File: src/rtl/pipeline_hazard_ctrl_pkg.sv
// -----------------------------------------------------------------------------
// pipeline_hazard_ctrl_pkg
//  Shared types and constants for the 3-stage pipeline hazard controller.
//  - type_hz_state_e : controller FSM states
//  - FOR_*           : execute-stage operand forwarding selects
//  - WB_*            : MW-stage writeback source codes
// -----------------------------------------------------------------------------
package pipeline_hazard_ctrl_pkg;

   typedef enum logic [1:0] {
      RUN      = 2'd0,
      MEM_WAIT = 2'd1,
      TRAP     = 2'd2
   } type_hz_state_e;

   // Forward selects driving the execute operand MUXes
   localparam logic [1:0] FOR_REG = 2'd0;  // register file read data
   localparam logic [1:0] FOR_ALU = 2'd1;  // MW alu_out
   localparam logic [1:0] FOR_WB  = 2'd2;  // MW final writeback data

   // MW writeback source codes
   localparam logic [1:0] WB_ALU = 2'd0;
   localparam logic [1:0] WB_MEM = 2'd1;
   localparam logic [1:0] WB_PC4 = 2'd2;
   localparam logic [1:0] WB_CSR = 2'd3;

   localparam logic [4:0] REG_X0 = 5'd0;

endpackage

File: src/rtl/pipeline_hazard_ctrl_if.sv
// -----------------------------------------------------------------------------
// pipeline_hazard_ctrl_if
//  Bundle of pipeline status and hazard-control signals.
//  master : pipeline datapath side (drives stage status, receives control)
//  slave  : hazard controller (consumes status, drives stall/flush/forward)
//  Inputs to controller : e_valid, e_rs1, e_rs2, e_use_rs1, e_use_rs2, br_taken,
//                         mw_valid, mw_rd, mw_reg_wr, mw_wb_sel, mw_mem_req,
//                         mem_ack, trap_req
//  Outputs of controller: for_a, for_b, stall_f, stall_e, flush_e, trap_take,
//                         bus_err, stall_cnt[CNT_W]
// -----------------------------------------------------------------------------
interface pipeline_hazard_ctrl_if #(
   parameter int unsigned CNT_W = 32
);
   logic             e_valid;
   logic [4:0]       e_rs1;
   logic [4:0]       e_rs2;
   logic             e_use_rs1;
   logic             e_use_rs2;
   logic             br_taken;
   logic             mw_valid;
   logic [4:0]       mw_rd;
   logic             mw_reg_wr;
   logic [1:0]       mw_wb_sel;
   logic             mw_mem_req;
   logic             mem_ack;
   logic             trap_req;

   logic [1:0]       for_a;
   logic [1:0]       for_b;
   logic             stall_f;
   logic             stall_e;
   logic             flush_e;
   logic             trap_take;
   logic             bus_err;
   logic [CNT_W-1:0] stall_cnt;

   modport master (
      output e_valid, e_rs1, e_rs2, e_use_rs1, e_use_rs2, br_taken,
             mw_valid, mw_rd, mw_reg_wr, mw_wb_sel, mw_mem_req, mem_ack, trap_req,
      input  for_a, for_b, stall_f, stall_e, flush_e, trap_take, bus_err, stall_cnt
   );

   modport slave (
      input  e_valid, e_rs1, e_rs2, e_use_rs1, e_use_rs2, br_taken,
             mw_valid, mw_rd, mw_reg_wr, mw_wb_sel, mw_mem_req, mem_ack, trap_req,
      output for_a, for_b, stall_f, stall_e, flush_e, trap_take, bus_err, stall_cnt
   );

endinterface

File: src/rtl/pipeline_hazard_ctrl_fwd.sv
// -----------------------------------------------------------------------------
// hazard_fwd_unit
//  Combinational forward-select for one execute-stage source operand.
//  mw_valid_i, mw_reg_wr_i, mw_rd_i, mw_wb_sel_i : MW-stage producer info
//  e_rs_i, e_use_rs_i                            : DE-stage consumer info
//  for_sel_o                                     : FOR_REG / FOR_ALU / FOR_WB
// -----------------------------------------------------------------------------
module hazard_fwd_unit
   import pipeline_hazard_ctrl_pkg::*;
(
   input  logic       mw_valid_i,
   input  logic       mw_reg_wr_i,
   input  logic [4:0] mw_rd_i,
   input  logic [1:0] mw_wb_sel_i,
   input  logic [4:0] e_rs_i,
   input  logic       e_use_rs_i,
   output logic [1:0] for_sel_o
);

   always_comb begin
      for_sel_o = FOR_REG;
      // x0 is hard-wired zero, so a write to it is never a real producer
      if (mw_valid_i && mw_reg_wr_i && e_use_rs_i &&
          (mw_rd_i != REG_X0) && (mw_rd_i == e_rs_i)) begin
         // Only ALU results are ready early; every other source needs the muxed wbdata
         for_sel_o = (mw_wb_sel_i == WB_ALU) ? FOR_ALU : FOR_WB;
      end
   end

endmodule

File: src/rtl/pipeline_hazard_ctrl.sv
// -----------------------------------------------------------------------------
// pipeline_hazard_ctrl
//  Hazard/sequencing controller for the F | DE | MW pipeline: forwarding
//  selects, memory-access stalls with timeout, branch flush, trap entry.
//  clk  : clock, rising edge
//  rst  : asynchronous reset, active-high
//  hz   : pipeline_hazard_ctrl_if.slave (status in, stall/flush/forward out)
//  MEM_TIMEOUT : max cycles of an unacknowledged access before abort (>=2)
//  CNT_W       : width of the saturating stall counter
// -----------------------------------------------------------------------------
module pipeline_hazard_ctrl
   import pipeline_hazard_ctrl_pkg::*;
#(
   parameter int unsigned MEM_TIMEOUT = 64,
   parameter int unsigned CNT_W       = 32
) (
   input  logic                   clk,
   input  logic                   rst,
   pipeline_hazard_ctrl_if.slave  hz
);

   localparam int unsigned TW = $clog2(MEM_TIMEOUT);
   localparam logic [TW-1:0] WAIT_LAST = TW'(MEM_TIMEOUT - 1);

   type_hz_state_e   state_q, state_d;
   logic [TW-1:0]    wcnt_q, wcnt_d;
   logic [CNT_W-1:0] scnt_q, scnt_d;

   logic [1:0] fwd_a, fwd_b;
   logic       mem_pend;
   logic       stall_w, flush_w, trap_w, berr_w;

   hazard_fwd_unit u_fwd_a (
      .mw_valid_i  (hz.mw_valid),
      .mw_reg_wr_i (hz.mw_reg_wr),
      .mw_rd_i     (hz.mw_rd),
      .mw_wb_sel_i (hz.mw_wb_sel),
      .e_rs_i      (hz.e_rs1),
      .e_use_rs_i  (hz.e_use_rs1),
      .for_sel_o   (fwd_a)
   );

   hazard_fwd_unit u_fwd_b (
      .mw_valid_i  (hz.mw_valid),
      .mw_reg_wr_i (hz.mw_reg_wr),
      .mw_rd_i     (hz.mw_rd),
      .mw_wb_sel_i (hz.mw_wb_sel),
      .e_rs_i      (hz.e_rs2),
      .e_use_rs_i  (hz.e_use_rs2),
      .for_sel_o   (fwd_b)
   );

   // Request acknowledged in the same cycle needs no stall at all
   assign mem_pend = hz.mw_valid & hz.mw_mem_req & ~hz.mem_ack;

   // State and counter registers
   always_ff @(posedge clk or posedge rst) begin
      if (rst) begin
         state_q <= RUN;
         wcnt_q  <= '0;
         scnt_q  <= '0;
      end else begin
         state_q <= state_d;
         wcnt_q  <= wcnt_d;
         scnt_q  <= scnt_d;
      end
   end

   // Next-state logic
   always_comb begin
      state_d = state_q;
      wcnt_d  = wcnt_q;
      unique case (state_q)
         RUN: begin
            if (mem_pend) begin
               state_d = MEM_WAIT;
               wcnt_d  = TW'(1);
            end else if (hz.trap_req && hz.e_valid) begin
               state_d = TRAP;
            end
         end
         MEM_WAIT: begin
            if (hz.mem_ack || (wcnt_q == WAIT_LAST)) begin
               state_d = RUN;
               wcnt_d  = '0;
            end else begin
               wcnt_d  = wcnt_q + 1'b1;
            end
         end
         TRAP: begin
            state_d = RUN;
         end
         default: begin
            state_d = RUN;
            wcnt_d  = '0;
         end
      endcase
   end

   // Output logic
   always_comb begin
      stall_w = 1'b0;
      flush_w = 1'b0;
      trap_w  = 1'b0;
      berr_w  = 1'b0;
      unique case (state_q)
         RUN: begin
            if (mem_pend) begin
               stall_w = 1'b1;
            end else if (hz.trap_req && hz.e_valid) begin
               // Trap beats a same-cycle branch; the branch re-executes after mret
               flush_w = 1'b1;
               trap_w  = 1'b1;
            end else if (hz.br_taken && hz.e_valid) begin
               flush_w = 1'b1;
            end
         end
         MEM_WAIT: begin
            if (hz.mem_ack) begin
               stall_w = 1'b0;
            end else if (wcnt_q == WAIT_LAST) begin
               berr_w  = 1'b1;
            end else begin
               stall_w = 1'b1;
            end
         end
         TRAP: begin
            // Kill the instruction fetched down the pre-trap path
            flush_w = 1'b1;
         end
         default: ;
      endcase

      scnt_d = (stall_w && (scnt_q != '1)) ? scnt_q + 1'b1 : scnt_q;

      // Outputs are forced to their reset values while rst is held, even if
      // the pipeline status inputs would otherwise request control actions.
      hz.stall_f   = stall_w & ~rst;
      hz.stall_e   = stall_w & ~rst;
      hz.flush_e   = flush_w & ~rst;
      hz.trap_take = trap_w  & ~rst;
      hz.bus_err   = berr_w  & ~rst;
      hz.for_a     = rst ? FOR_REG : fwd_a;
      hz.for_b     = rst ? FOR_REG : fwd_b;
      hz.stall_cnt = scnt_q;
   end

endmodule

File: src/flat_wrapper.sv
// flat-port wrapper written by rule: the top's interface ports become plain ports
module pipeline_hazard_ctrl_flat import pipeline_hazard_ctrl_pkg::*;
#(
   parameter int unsigned MEM_TIMEOUT = 64,
   parameter int unsigned CNT_W       = 32
)
  (clk, rst, hz_e_valid, hz_e_rs1, hz_e_rs2, hz_e_use_rs1, hz_e_use_rs2, hz_br_taken, hz_mw_valid, hz_mw_rd, hz_mw_reg_wr, hz_mw_wb_sel, hz_mw_mem_req, hz_mem_ack, hz_trap_req, hz_for_a, hz_for_b, hz_stall_f, hz_stall_e, hz_flush_e, hz_trap_take, hz_bus_err, hz_stall_cnt);
  pipeline_hazard_ctrl_if #(.CNT_W(CNT_W)) hz_i ();
  input  logic clk;
  input  logic rst;
  input wire logic [$bits(hz_i.e_valid)-1:0] hz_e_valid;
  input wire logic [$bits(hz_i.e_rs1)-1:0] hz_e_rs1;
  input wire logic [$bits(hz_i.e_rs2)-1:0] hz_e_rs2;
  input wire logic [$bits(hz_i.e_use_rs1)-1:0] hz_e_use_rs1;
  input wire logic [$bits(hz_i.e_use_rs2)-1:0] hz_e_use_rs2;
  input wire logic [$bits(hz_i.br_taken)-1:0] hz_br_taken;
  input wire logic [$bits(hz_i.mw_valid)-1:0] hz_mw_valid;
  input wire logic [$bits(hz_i.mw_rd)-1:0] hz_mw_rd;
  input wire logic [$bits(hz_i.mw_reg_wr)-1:0] hz_mw_reg_wr;
  input wire logic [$bits(hz_i.mw_wb_sel)-1:0] hz_mw_wb_sel;
  input wire logic [$bits(hz_i.mw_mem_req)-1:0] hz_mw_mem_req;
  input wire logic [$bits(hz_i.mem_ack)-1:0] hz_mem_ack;
  input wire logic [$bits(hz_i.trap_req)-1:0] hz_trap_req;
  output wire logic [$bits(hz_i.for_a)-1:0] hz_for_a;
  output wire logic [$bits(hz_i.for_b)-1:0] hz_for_b;
  output wire logic [$bits(hz_i.stall_f)-1:0] hz_stall_f;
  output wire logic [$bits(hz_i.stall_e)-1:0] hz_stall_e;
  output wire logic [$bits(hz_i.flush_e)-1:0] hz_flush_e;
  output wire logic [$bits(hz_i.trap_take)-1:0] hz_trap_take;
  output wire logic [$bits(hz_i.bus_err)-1:0] hz_bus_err;
  output wire logic [$bits(hz_i.stall_cnt)-1:0] hz_stall_cnt;
  assign hz_i.e_valid = hz_e_valid;
  assign hz_i.e_rs1 = hz_e_rs1;
  assign hz_i.e_rs2 = hz_e_rs2;
  assign hz_i.e_use_rs1 = hz_e_use_rs1;
  assign hz_i.e_use_rs2 = hz_e_use_rs2;
  assign hz_i.br_taken = hz_br_taken;
  assign hz_i.mw_valid = hz_mw_valid;
  assign hz_i.mw_rd = hz_mw_rd;
  assign hz_i.mw_reg_wr = hz_mw_reg_wr;
  assign hz_i.mw_wb_sel = hz_mw_wb_sel;
  assign hz_i.mw_mem_req = hz_mw_mem_req;
  assign hz_i.mem_ack = hz_mem_ack;
  assign hz_i.trap_req = hz_trap_req;
  assign hz_for_a = hz_i.for_a;
  assign hz_for_b = hz_i.for_b;
  assign hz_stall_f = hz_i.stall_f;
  assign hz_stall_e = hz_i.stall_e;
  assign hz_flush_e = hz_i.flush_e;
  assign hz_trap_take = hz_i.trap_take;
  assign hz_bus_err = hz_i.bus_err;
  assign hz_stall_cnt = hz_i.stall_cnt;
  pipeline_hazard_ctrl #(.MEM_TIMEOUT(MEM_TIMEOUT), .CNT_W(CNT_W)) u_core (.clk(clk), .rst(rst), .hz(hz_i));
endmodule
File: config.mk
export PLATFORM = sky130hd
export DESIGN_NAME = pipeline_hazard_ctrl_flat
export DESIGN_NICKNAME = d
export VERILOG_FILES = /design/src/rtl/pipeline_hazard_ctrl_pkg.sv /design/src/rtl/pipeline_hazard_ctrl_if.sv /design/src/rtl/pipeline_hazard_ctrl_fwd.sv /design/src/rtl/pipeline_hazard_ctrl.sv /design/src/flat_wrapper.sv
export SDC_FILE = /design/constraint.sdc
export NUM_CORES = 1
export LEC_CHECK = 0
export ABC_CLOCK_PERIOD_IN_PS = 6500
export CAP_MARGIN = 20
export CORE_MARGIN = 2
export CORE_UTILIZATION = 50
export DETAILED_ROUTE_END_ITERATION = 10
export GPL_TIMING_DRIVEN = 0
export HOLD_SLACK_MARGIN = 0.08
export PLACE_DENSITY = 0.81
export SYNTH_ARGS = -nofsm -noshare
export SYNTH_HDL_FRONTEND = slang
export SYNTH_SLANG_ARGS = --single-unit
export TNS_END_PERCENT = 10
File: constraint.sdc
create_clock -name clk -period 6.5 [get_ports clk]
set_clock_uncertainty 0.1 [all_clocks]
set_input_delay 1.625 -clock clk [delete_from_list [all_inputs] [get_ports clk]]
set_output_delay 1.625 -clock clk [all_outputs]
set_load 0.02 [all_outputs]
## Yosys cells after proc, flatten, opt, wreduce, memory -nomap -nowiden

Cells that the tools add are included.

- Multiplexer cells: 26
- Eq/ne operators: 9
- Reduce and logical (&&, ||, !) cells: 16
- Bitwise gates (word level): 9
- Add/sub/neg operators: 2

Operators by type and width:

| cell | number |
|---|---|
| $add A32 B1 Y32 const B | 1 |
| $ne A32 B32 Y1 const B | 1 |
| $pmux W6 S3 | 1 |
| $mux W2 | 8 |
| $mux W1 | 12 |
| $mux W6 | 2 |
| $eq A5 B5 Y1 | 2 |
| $logic_and A1 B1 Y1 | 10 |
| $add A6 B1 Y6 const B | 1 |
| $and A1 B1 Y1 | 6 |
| $eq A6 B6 Y1 const B | 1 |
| $reduce_bool A5 Y1 | 1 |
| $logic_not A2 Y1 | 2 |
| $ne A2 B1 Y1 const B | 2 |
| $pmux W1 S2 | 2 |
| $pmux W2 S2 | 1 |
| $reduce_and A2 Y1 | 2 |
| $ne A3 B1 Y1 const B | 1 |
| $not A1 Y1 | 3 |
| $eq A2 B1 Y1 const B | 1 |
| $eq A2 B2 Y1 const B | 1 |
| $logic_or A1 B1 Y1 | 1 |

- Input bits: 28
- Logic and storage cells: 65
- Register bits after elaboration: 40

## Longest topological paths before layout

Gate-level depths: netlist of run 1.

- Depth after elaboration: 6
- Gate-level depth with buffers: 8

## Cells and area by module

A second synthesis of run 1 with hierarchy kept.

- Cell total of the unflattened synthesis: 243
- Area total of the unflattened synthesis: 2399.8 µm²

Modules (own cells, without submodules):

| module | area an instance (µm²) | cells each | times used |
|---|---|---|---|
| pipeline_hazard_ctrl | 2222.1 | 219 | 1 |
| hazard_fwd_unit | 88.8 | 12 | 2 |

## Least setup slack after synthesis of run 1

Ideal clock, no wire load.

- Path kind: input to output
- Start: input rst
- End: output hz_trap_take
- Arrival time: 3.015 ns
- Stages: 3
- Slack: 1.760 ns
- Required time: 4.775 ns
- Buffers on the path: 1
- Path through: clkbuf_1 > inv_1 > and2_1

- Cells in the longest elaborated chain, start to end: 2

RTL lines:

| what | line | text |
|---|---|---|
| start: declaration | flat_wrapper.sv:10 | `input logic rst;` |
| $not A1 Y1 | pipeline_hazard_ctrl.sv:141 | `hz.trap_take = trap_w & ~rst;` |
| $and A1 B1 Y1 | pipeline_hazard_ctrl.sv:141 |  |
| end: declaration | flat_wrapper.sv:29 | `output wire logic [$bits(hz_i.trap_take)-1:0] hz_trap_take;` |

No other way between the ends.

## Worst setup path after layout of run 1

- Start: input hz_mw_rd[3]
- End: output hz_for_b[0]

- Cells in the longest elaborated chain, start to end: 5
- Elaborated cells on any way between the ends: 6

RTL lines:

| what | line | text |
|---|---|---|
| start: declaration | flat_wrapper.sv:18 | `input wire logic [$bits(hz_i.mw_rd)-1:0] hz_mw_rd;` |
| $reduce_bool A5 Y1 | pipeline_hazard_ctrl_fwd.sv:24 | `(mw_rd_i != REG_X0) && (mw_rd_i == e_rs_i)) begin` |
| $logic_and A1 B1 Y1 | pipeline_hazard_ctrl_fwd.sv:23 | `if (mw_valid_i && mw_reg_wr_i && e_use_rs_i &&` |
| $logic_and A1 B1 Y1 * | pipeline_hazard_ctrl_fwd.sv:24 |  |
| $mux W2 * | pipeline_hazard_ctrl_fwd.sv:23 |  |
| $mux W2 * | pipeline_hazard_ctrl.sv:144 | `hz.for_b = rst ? FOR_REG : fwd_b;` |
| end: declaration | flat_wrapper.sv:25 | `output wire logic [$bits(hz_i.for_b)-1:0] hz_for_b;` |

Mark *: on every way between the ends. The rest lies on a longest branch, timed or not.

==> flow_summary.yaml, run 1 <==
status:
  status: "finished, final reports clean"
synth:
  syn_inst: 218
  synth.area.mux_share_pct: 0
  synth_compound_area_share_pct: 7.74
  synth_area_per_cell_um2: 10.0
  yosys.area_share.simple_pct: 26.3
  synth_top_family_by_area: "simple AND/OR/NAND/NOR gates"
  synth_largest_area_cell: "dfrtp_1"
  yosys_register_bits: 40
  ys_types: 38
  yosysWarnings: 0
  synth-xor-area-share_pct: 16.1
  synth-seq-area-share_pct: 45.9
  synth_area_mm2: 0.00218
  synth_nets: 248
  synth_area_leaders: "dfrtp_1 46%, xor2_1 8.8%, xnor2_1 7.2%"
  netlist.area_leader.share_pct: 45.9
  synthAdderAreaFrac_pct: 1.15
pwr:
  p_clk_share_pct: 27.3
  power.internal_uw: 403
  leakage_uw: 0.00127
  irDropWorstVdd_mv: 0.173
  p_seq_share_pct: 50.7
  switching_share_pct: 29.6
  power.switching_uw: 170
  comb_power_share_pct: 22.0
  power.density_mw_per_mm2: 191
cells_and_area:
  syn2layout_area_growth_pct: 37.3
  diodes: 0
  drive_above_1_share_pct: 6.85
  utilization_pct: 70.2
  n_fill_cell: 360
  nets: 322
route:
  routed_wl_um: 5050
  firstDrtPassIters: 4
  routedWlPerCell_um: 14.7
  drt_iter0_markers: 78
  viasPerCell: 5.52
  ant_nets: 0
  remaining_drc_errors: 0
  vias: 1900
clock_tree:
  clock_latency_ns: 0.29
  cts_root_buf: "clkbuf_8"
  cts_hold_buf: 0
  path_clk_slew_ns: 0.07
  htreeDepth: 2
  tritoncts: "built"
  clk_path_buf_depth: 2
  cts_setup_buffers: 0
  ctsResizeCount: 0
  numCtsBuffers: 5
  cts.sinks: 40
floorplan:
  ios: 69
  rows: 24
  dieWidth_um: 70.1
  dieArea_mm2: 0.00491
  initial_core_util_pct: 51.2
  core_mm2: 0.00426
  die_y_um: 70.1
setup_path:
  r2r_cells: 6
  setup.worst_path.start: "hz_mw_rd[3]"
  worstPathArrival_ns: 3.71
  r2r_slack_ns: 4.13
  crit_end: "hz_for_b[0]"
  r2r-start: "u_core.hz.stall_cnt[0]"
  worst_ep_required_time_ns: 4.78
  crit_fanout: 3
  cp-start-kind: "primary input"
  crit_type: "in -> out"
  reg2reg_to: "u_core.hz.stall_cnt[14]"
  cp-end-kind: "output pin"
worst_hold_path:
  hold_path_class: "reg -> reg"
placement:
  place_hpwl_um: 3850
  io_buffers: 67
  place.gp.congestion: 0.847
global_route:
  antenna_found_initial: 0
  grt_use_total_pct: 22.8
  grt_pass1_wl_um: 8900
  grt_max_degree: 42
  grt-ovfl-total: 0
  grt_pass1_vias: 1863
timing:
  period_needed_ns: 5.44
  slew_headroom_pct: 43.9
  max_freq_mhz: 184
  finalCritPeriodShare_pct: 83.7
  finalSetupTns_ns: 0
  drv_slew: 0
  rsz0062_at_grt: "no"
  hold_viol_final: 0
  finalSetupViolations: 0
  worstMarginPinSlew_ns: 0.840
job:
  maxCapViolCount: 0
## placed cells by master (no fill, tap or decap), drive strengths merged, types with 2 or more instances in the layout
master and instances:
nor2 19, dfrtp 40, nor2b 2, and3 4, ha 2, nand2 17, or3 4, nand4 16
o31ai 3, clkdlybuf4s50 67, o21ai 7, nor4 13, a31oi 2, inv 7, o211ai 2, buf 3
xnor2 18, clkbuf 8, nand3 16, xor2 22, nor3 8
## kinds of logic after synthesis
| kind of cell | count (synthesis) |
|---|---|
| compound gates | 22 |
| simple gates | 102 |
| flops | 40 |
| xor+xnor | 40 |
| buf+inv | 12 |
| fa+ha+maj | 2 |
## power groups by stage
stage          Clock [uW]  Combinational, uW  Sequential, uW
4_1_cts               159                128             290
5_1_grt               171                140             295
3_5_place_dp            0                128             295
6_report              157                126             290
2_1_floorplan           0               49.9             308
3_3_place_gp            0                124             294
## worst min path at each step
stage / startpoint / to / slack [ns] / cells after the start
2_1_floorplan: u_core.state_q[1] / u_core.state_q[1] / 0.33 / 1
3_3_place_gp: u_core.state_q[1] / u_core.state_q[1] / 0.36 / 1
3_5_place_dp: u_core.state_q[1] / u_core.state_q[1] / 0.37 / 1
4_1_cts: u_core.state_q[1] / u_core.state_q[1] / 0.38 / 1
5_1_grt: u_core.state_q[1] / u_core.state_q[1] / 0.39 / 1
6_report: u_core.state_q[1] / u_core.state_q[1] / 0.38 / 1
## worst max-delay path, stage by stage
cell and delay (ns):
clkdlybuf4s50_1 0.47, xor2_1 0.19, nor4_1 0.34, nand4_1 0.18, nor4_1 0.23, clkdlybuf4s50_1 0.67
## layout make-up
type / instances / area [um2] / area share (%)
Inverter: 7 / 26.3 / 0.877
Buffer: 5 / 37.5 / 1.25
Clock buffer: 6 / 72.6 / 2.42
Tap cell: 52 / 65.1 / 2.17
Multi-Input combinational cell: 166 / 1120 / 37.3
Sequential cell: 40 / 1000 / 33.4
Timing Repair Buffer: 67 / 671 / 22.4
Clock inverter: 1 / 5.00 / 0.167
## registers in the layout, summed over array words and instances (netlist names)
| register | count |
|---|---|
| u_core.wcnt_q | 6 |
| u_core.hz.stall_cnt | 32 |
| u_core.state_q | 2 |
## routing by layer
layer | GRT usage, % | up-vias | part of all wire, %
li1 | - | 933 | -
met1 | 31.6 | 887 | 46
met2 | 35.6 | 68 | 46
met4 | 7.05 | 0 | 1.5
met3 | 5.63 | 12 | 6.4
met5 | 0 | - | 0
## cells in the mapped netlist
master / instances
ha_1: 2
o21a_1: 1
xnor2_1: 18
nand2b_1: 1
clkbuf_1: 2
a21o_1: 1
o31ai_1: 2
o21ai_0: 7
nor4_1: 12
nor2b_1: 2
o41ai_1: 1
and3_1: 4
nor2_1: 19
and2_1: 1
o22ai_1: 1
o31ai_4: 1
xor2_1: 22
or3_4: 1
or4_4: 1
or3_1: 1
o211ai_1: 2
nand4_1: 13
dfrtp_1: 40
o31a_1: 1
nor4_4: 1
or3_2: 2
nand2_1: 17
a211oi_2: 1
inv_1: 7
a41oi_1: 1
nand4_2: 2
buf_4: 1
nor3_1: 8
buf_6: 2
o311a_1: 1
nand4_4: 1
a31oi_1: 2
nand3_1: 16
## stage by stage
| step | setup slack, ns | total power (uW) | cell area [um2] | hold slack [ns] | cells |
|---|---|---|---|---|---|
| floorplan | 1.76 | 358 | 2180 | 0.333 | 218 |
| global placement | 0.887 | 418 | 2920 | 0.356 | 337 |
| detailed placement | 1.03 | 423 | 2920 | 0.365 | 337 |
| CTS | 1.03 | 577 | 3000 | 0.376 | 344 |
| global route | 0.929 | 605 | 3000 | 0.389 | 344 |
| finish | 1.06 | 573 | 3000 | 0.377 | 344 |
Note: power is estimated with default switching activity, not from simulation.
==> inputs of run 2 (changes only) <==
--- a/config.mk
+++ b/config.mk
@@ -5,14 +5,14 @@
 export SDC_FILE = /design/constraint.sdc
 export NUM_CORES = 1
 export LEC_CHECK = 0
-export ABC_CLOCK_PERIOD_IN_PS = 6500
+export ABC_CLOCK_PERIOD_IN_PS = 4600
 export CAP_MARGIN = 20
 export CORE_MARGIN = 2
-export CORE_UTILIZATION = 50
+export CORE_UTILIZATION = 42
 export DETAILED_ROUTE_END_ITERATION = 10
 export GPL_TIMING_DRIVEN = 0
 export HOLD_SLACK_MARGIN = 0.08
-export PLACE_DENSITY = 0.81
+export PLACE_DENSITY = 0.72
 export SYNTH_ARGS = -nofsm -noshare
 export SYNTH_HDL_FRONTEND = slang
 export SYNTH_SLANG_ARGS = --single-unit
==> constraint.sdc (replaced) <==
create_clock -name clk -period 4.6 [get_ports clk]
set_clock_uncertainty 0.1 [all_clocks]
set_input_delay 1.15 -clock clk [delete_from_list [all_inputs] [get_ports clk]]
set_output_delay 1.15 -clock clk [all_outputs]
set_load 0.02 [all_outputs]
==> run 2 against run 1 <==
Clock-buffer cell count unchanged; final area is 0.75% higher; global-route usage is 3.8 points lower; largest power group unchanged; highest routed layer unchanged.
==> flow_summary.yaml, run 2 (synthesis gave the netlist of run 1 again) <==
clock_tree:
  numCtsBuffers: 5
  cts_setup_buffers: 0
  path_clk_slew_ns: 0.08
  clk_path_buf_depth: 2
  cts_hold_buf: 0
  tritoncts: "built"
  cts_root_buf: "clkbuf_8"
  clock_latency_ns: 0.29
  ctsResizeCount: 0
  htreeDepth: 2
  cts.sinks: 40
setup_path:
  cp-start-kind: "primary input"
  crit_end: "hz_for_a[1]"
  setup.worst_path.start: "hz_mw_rd[3]"
  r2r_cells: 6
  crit_type: "in -> out"
  cp-end-kind: "output pin"
  r2r-start: "u_core.hz.stall_cnt[0]"
  crit_fanout: 3
  reg2reg_to: "u_core.hz.stall_cnt[18]"
  r2r_slack_ns: 2.17
  worstPathArrival_ns: 3.09
  worst_ep_required_time_ns: 3.35
placement:
  place_hpwl_um: 3840
  io_buffers: 67
  place.gp.congestion: 0.816
  dp.cells: 355
route:
  viasPerCell: 5.21
  ant_nets: 0
  routed_wl_um: 5140
  firstDrtPassIters: 4
  vias: 1885
  drt_iter0_markers: 103
  routedWlPerCell_um: 14.2
  remaining_drc_errors: 0
floorplan:
  rows: 26
  core_mm2: 0.00507
  initial_core_util_pct: 43.0
  ios: 69
  die_y_um: 76.1
  dieWidth_um: 76.1
  dieArea_mm2: 0.00579
timing:
  finalCritPeriodShare_pct: 94.4
  max_freq_mhz: 230
  rsz0062_at_grt: "no"
  hold_viol_final: 0
  drv_slew: 0
  finalSetupTns_ns: 0
  finalSetupViolations: 0
  worstMarginPinSlew_ns: 0.827
  slew_headroom_pct: 44.8
  period_needed_ns: 4.34
cells_and_area:
  final_common_cell: "clkdlybuf4s50_1"
  syn2layout_area_growth_pct: 38.3
  drive_above_1_share_pct: 6.85
  nets: 322
  final_cell_mix: "67 x clkdlybuf4s50_1, 40 x dfrtp_1, 22 x xor2_1"
  largest_reg_flops: 32
  diodes: 0
  fin_cells: 362
pwr:
  irDropWorstVdd_mv: 0.160
  power.density_mw_per_mm2: 268
  leakage_uw: 0.00127
global_route:
  grt_use_total_pct: 19.0
  grt-ovfl-total: 0
  grt_max_degree: 42
  antenna_found_initial: 0
  grt_pass1_wl_um: 8870
  grt_pass1_vias: 1820
job:
  maxCapViolCount: 0
worst_hold_path:
  hold_path_class: "reg -> reg"
status:
  status: "finished, final reports clean"
-- run 2: worst min-delay path by stage --
stage                     depth (start not counted)               from                 to  slack, ns
final                                             1  u_core.state_q[1]  u_core.state_q[1]       0.37
after global routing                              1  u_core.state_q[1]  u_core.state_q[1]       0.41
after CTS                                         1  u_core.state_q[1]  u_core.state_q[1]       0.37
after detailed placement                          1  u_core.state_q[1]  u_core.state_q[1]       0.36
after global placement                            1  u_core.state_q[1]  u_core.state_q[1]       0.36
after floorplan                                   1  u_core.state_q[1]  u_core.state_q[1]       0.33
-- run 2: critical path: stages --
cell and delay (ns):
clkdlybuf4s50_1 0.47, xor2_1 0.18, nor4_1 0.28, nand4_1 0.15
nor3_1 0.22, clkdlybuf4s50_1 0.64
-- run 2: routing by layer --
metal  track usage, %  vias to the layer above  part of all wire, %
li1                 -                      927                    -
met1             24.3                      909                   46
met2             31.2                       42                   48
met3             4.98                        7                  4.7
met4             6.91                        0                  1.6
met5                0                        -                    0
-- run 2: report_power, final --
group | switching (uW) | internal, uW
combinational | 87.4 | 89.4
sequential | 35.3 | 377
clock | 116 | 103
total | 239 | 569
-- run 2: cell type report --
class / instances / area [um2]
Clock buffer: 6 / 72.6
Timing Repair Buffer: 67 / 671
Multi-Input combinational cell: 166 / 1120
Tap cell: 70 / 87.6
Sequential cell: 40 / 1000
Clock inverter: 1 / 5.00
Inverter: 7 / 26.3
Fill cell: 467 / 2060
Buffer: 5 / 37.5
-- run 2: through the flow --
step | instance area (um2) | hold slack [ns] | power [uW] | worst slack [ns] | utilization (%)
2_1_floorplan | 2180 | 0.333 | 506 | 0.810 | -
4_1_cts | 3020 | 0.369 | 816 | 0.244 | 59.5
5_1_grt | 3020 | 0.409 | 851 | 0.102 | 59.5
6_report | 3020 | 0.369 | 808 | 0.256 | 59.5
3_3_place_gp | 2940 | 0.355 | 592 | -0.0680 | 57.9
3_5_place_dp | 2940 | 0.359 | 597 | 0.245 | 57.9
==> inputs of run 3 (changes only) <==
==> constraint.sdc (replaced) <==
create_clock -name clk -period 4.6 [get_ports clk]
set_clock_uncertainty 0.1 [all_clocks]
set_input_delay 1.38 -clock clk [delete_from_list [all_inputs] [get_ports clk]]
set_output_delay 1.38 -clock clk [all_outputs]
set_load 0.02 [all_outputs]
==> run 3 against run 2 <==
Setup slack lost 0.18 ns; largest cell class unchanged; cell count did not move; critical path depth unchanged; critical path type unchanged; combinational power about the same; first-iteration DRC count rose by 2.9%; non-clock buffer count is the same.
==> flow_summary.yaml, run 3 (synthesis gave the netlist of run 1 again) <==
pwr:
  p_clk_share_pct: 27.1
  switching_share_pct: 29.8
  irDropWorstVdd_mv: 0.159
  power.switching_uw: 243
  p_seq_share_pct: 50.7
  power.density_mw_per_mm2: 267
  comb_power_share_pct: 22.1
  leakage_uw: 0.00131
  power.internal_uw: 570
clock_tree:
  htreeDepth: 2
  ctsResizeCount: 6
  clk_path_buf_depth: 2
  numCtsBuffers: 5
  path_clk_slew_ns: 0.07
  cts_hold_buf: 0
  cts.sinks: 40
  clock_latency_ns: 0.29
  cts_setup_buffers: 0
  cts_root_buf: "clkbuf_8"
  tritoncts: "built"
setup_path:
  cp-end-kind: "output pin"
  worst_ep_required_time_ns: 3.12
  r2r_cells: 6
  cp-start-kind: "primary input"
  worstPathArrival_ns: 3.05
  crit_type: "in -> out"
  crit_fanout: 3
cells_and_area:
  largest_reg_flops: 32
  drive_above_1_share_pct: 8.56
  final_common_cell: "clkdlybuf4s50_1"
  final_cell_mix: "60 x clkdlybuf4s50_1, 40 x dfrtp_1, 22 x xor2_1"
  diodes: 0
  nets: 322
  design_area_mm2: 0.00305
  syn2layout_area_growth_pct: 39.6
  n_fill_cell: 461
  utilization_pct: 60.0
placement:
  place_hpwl_um: 3840
  io_buffers: 67
  place_ws_ns: -0.215
  post_dp_cell_area_mm2: 0.00294
  place.gp.congestion: 0.816
global_route:
  grt-ovfl-total: 0
  grt_use_total_pct: 19.0
  grt_pass1_vias: 1820
  grt_pass1_wl_um: 8870
  grt_max_degree: 42
  antenna_found_initial: 0
timing:
  rsz0062_at_grt: "yes"
  hold_viol_final: 0
  drv_slew: 0
  max_freq_mhz: 221
  finalSetupViolations: 0
  slew_headroom_pct: 48.6
  finalCritPeriodShare_pct: 98.4
  timing.final.ws_setup_ns: 0.0747
  worstMarginPinSlew_ns: 0.768
  period_needed_ns: 4.53
worst_hold_path:
  hold_path_class: "reg -> reg"
  whs_path_depth: 1
floorplan:
  dieArea_mm2: 0.00579
  core_mm2: 0.00507
  die_y_um: 76.1
  dieWidth_um: 76.1
  initial_core_util_pct: 43.0
  rows: 26
  ios: 69
job:
  maxCapViolCount: 0
route:
  ant_nets: 0
  firstDrtPassIters: 4
  viasPerCell: 5.23
  routedWlPerCell_um: 14.4
  drt_iter0_markers: 106
  vias: 1893
  routed_wl_um: 5210
  remaining_drc_errors: 0
status:
  status: "finished, final reports clean"
run 3: power groups by stage:
stage	Sequential [uW]	Combinational, uW	Clock, uW
CTS	411	179	226
finish	412	180	221
floorplan	436	70.5	0
detailed placement	418	179	0
global placement	417	175	0
global route	417	197	240
run 3: per-layer routing:
| metal | up-vias | global-route usage, % | wire length (um) |
|---|---|---|---|
| li1 | 927 | - | - |
| met1 | 915 | 24.4 | 2430 |
| met2 | 44 | 31.2 | 2470 |
| met3 | 7 | 4.98 | 234 |
| met4 | 0 | 6.91 | 79 |
| met5 | - | 0 | 0 |
run 3: layout make-up:
class	count	area [um2]	area share [%]
buffer	5	37.5	1.23
clock buffer	6	72.6	2.38
clock inverter	1	5.00	0.164
inverter	7	28.8	0.945
multi-input combinational	166	1150	37.6
sequential	40	1000	32.9
tap	70	87.6	2.88
timing repair buffer	67	667	21.9
run 3: critical path, cell delays in order:
cell	delay, ns
clkdlybuf4s50_1	0.46
or3_1	0.39
o311a_1	0.31
nand4_1	0.12
nor4_1	0.05
dlygate4sd2_1	0.34
run 3: through the flow:
stage	hold slack, ns	total power (uW)	cells	setup TNS, ns
floorplan	0.333	506	218	0
global placement	0.355	592	355	-1.53
detailed placement	0.359	597	355	-1.04
CTS	0.388	816	362	-0.137
global route	0.436	854	362	-0.0496
finish	0.403	813	362	0
run 3: worst paths after layout:
check / startpoint / end / slack, ns
min: u_core.hz.stall_cnt[30] / u_core.hz.stall_cnt[30] / 0.40
min reg2reg: u_core.hz.stall_cnt[30] / u_core.hz.stall_cnt[30] / 0.40
min in group asynchronous: rst / u_core.wcnt_q[0] / 1.16
max in group asynchronous: rst / u_core.hz.stall_cnt[25] / 2.88
max reg2reg: u_core.hz.stall_cnt[0] / u_core.hz.stall_cnt[18] / 2.15
max: hz_mw_rd[0] / hz_for_a[0] / 0.07
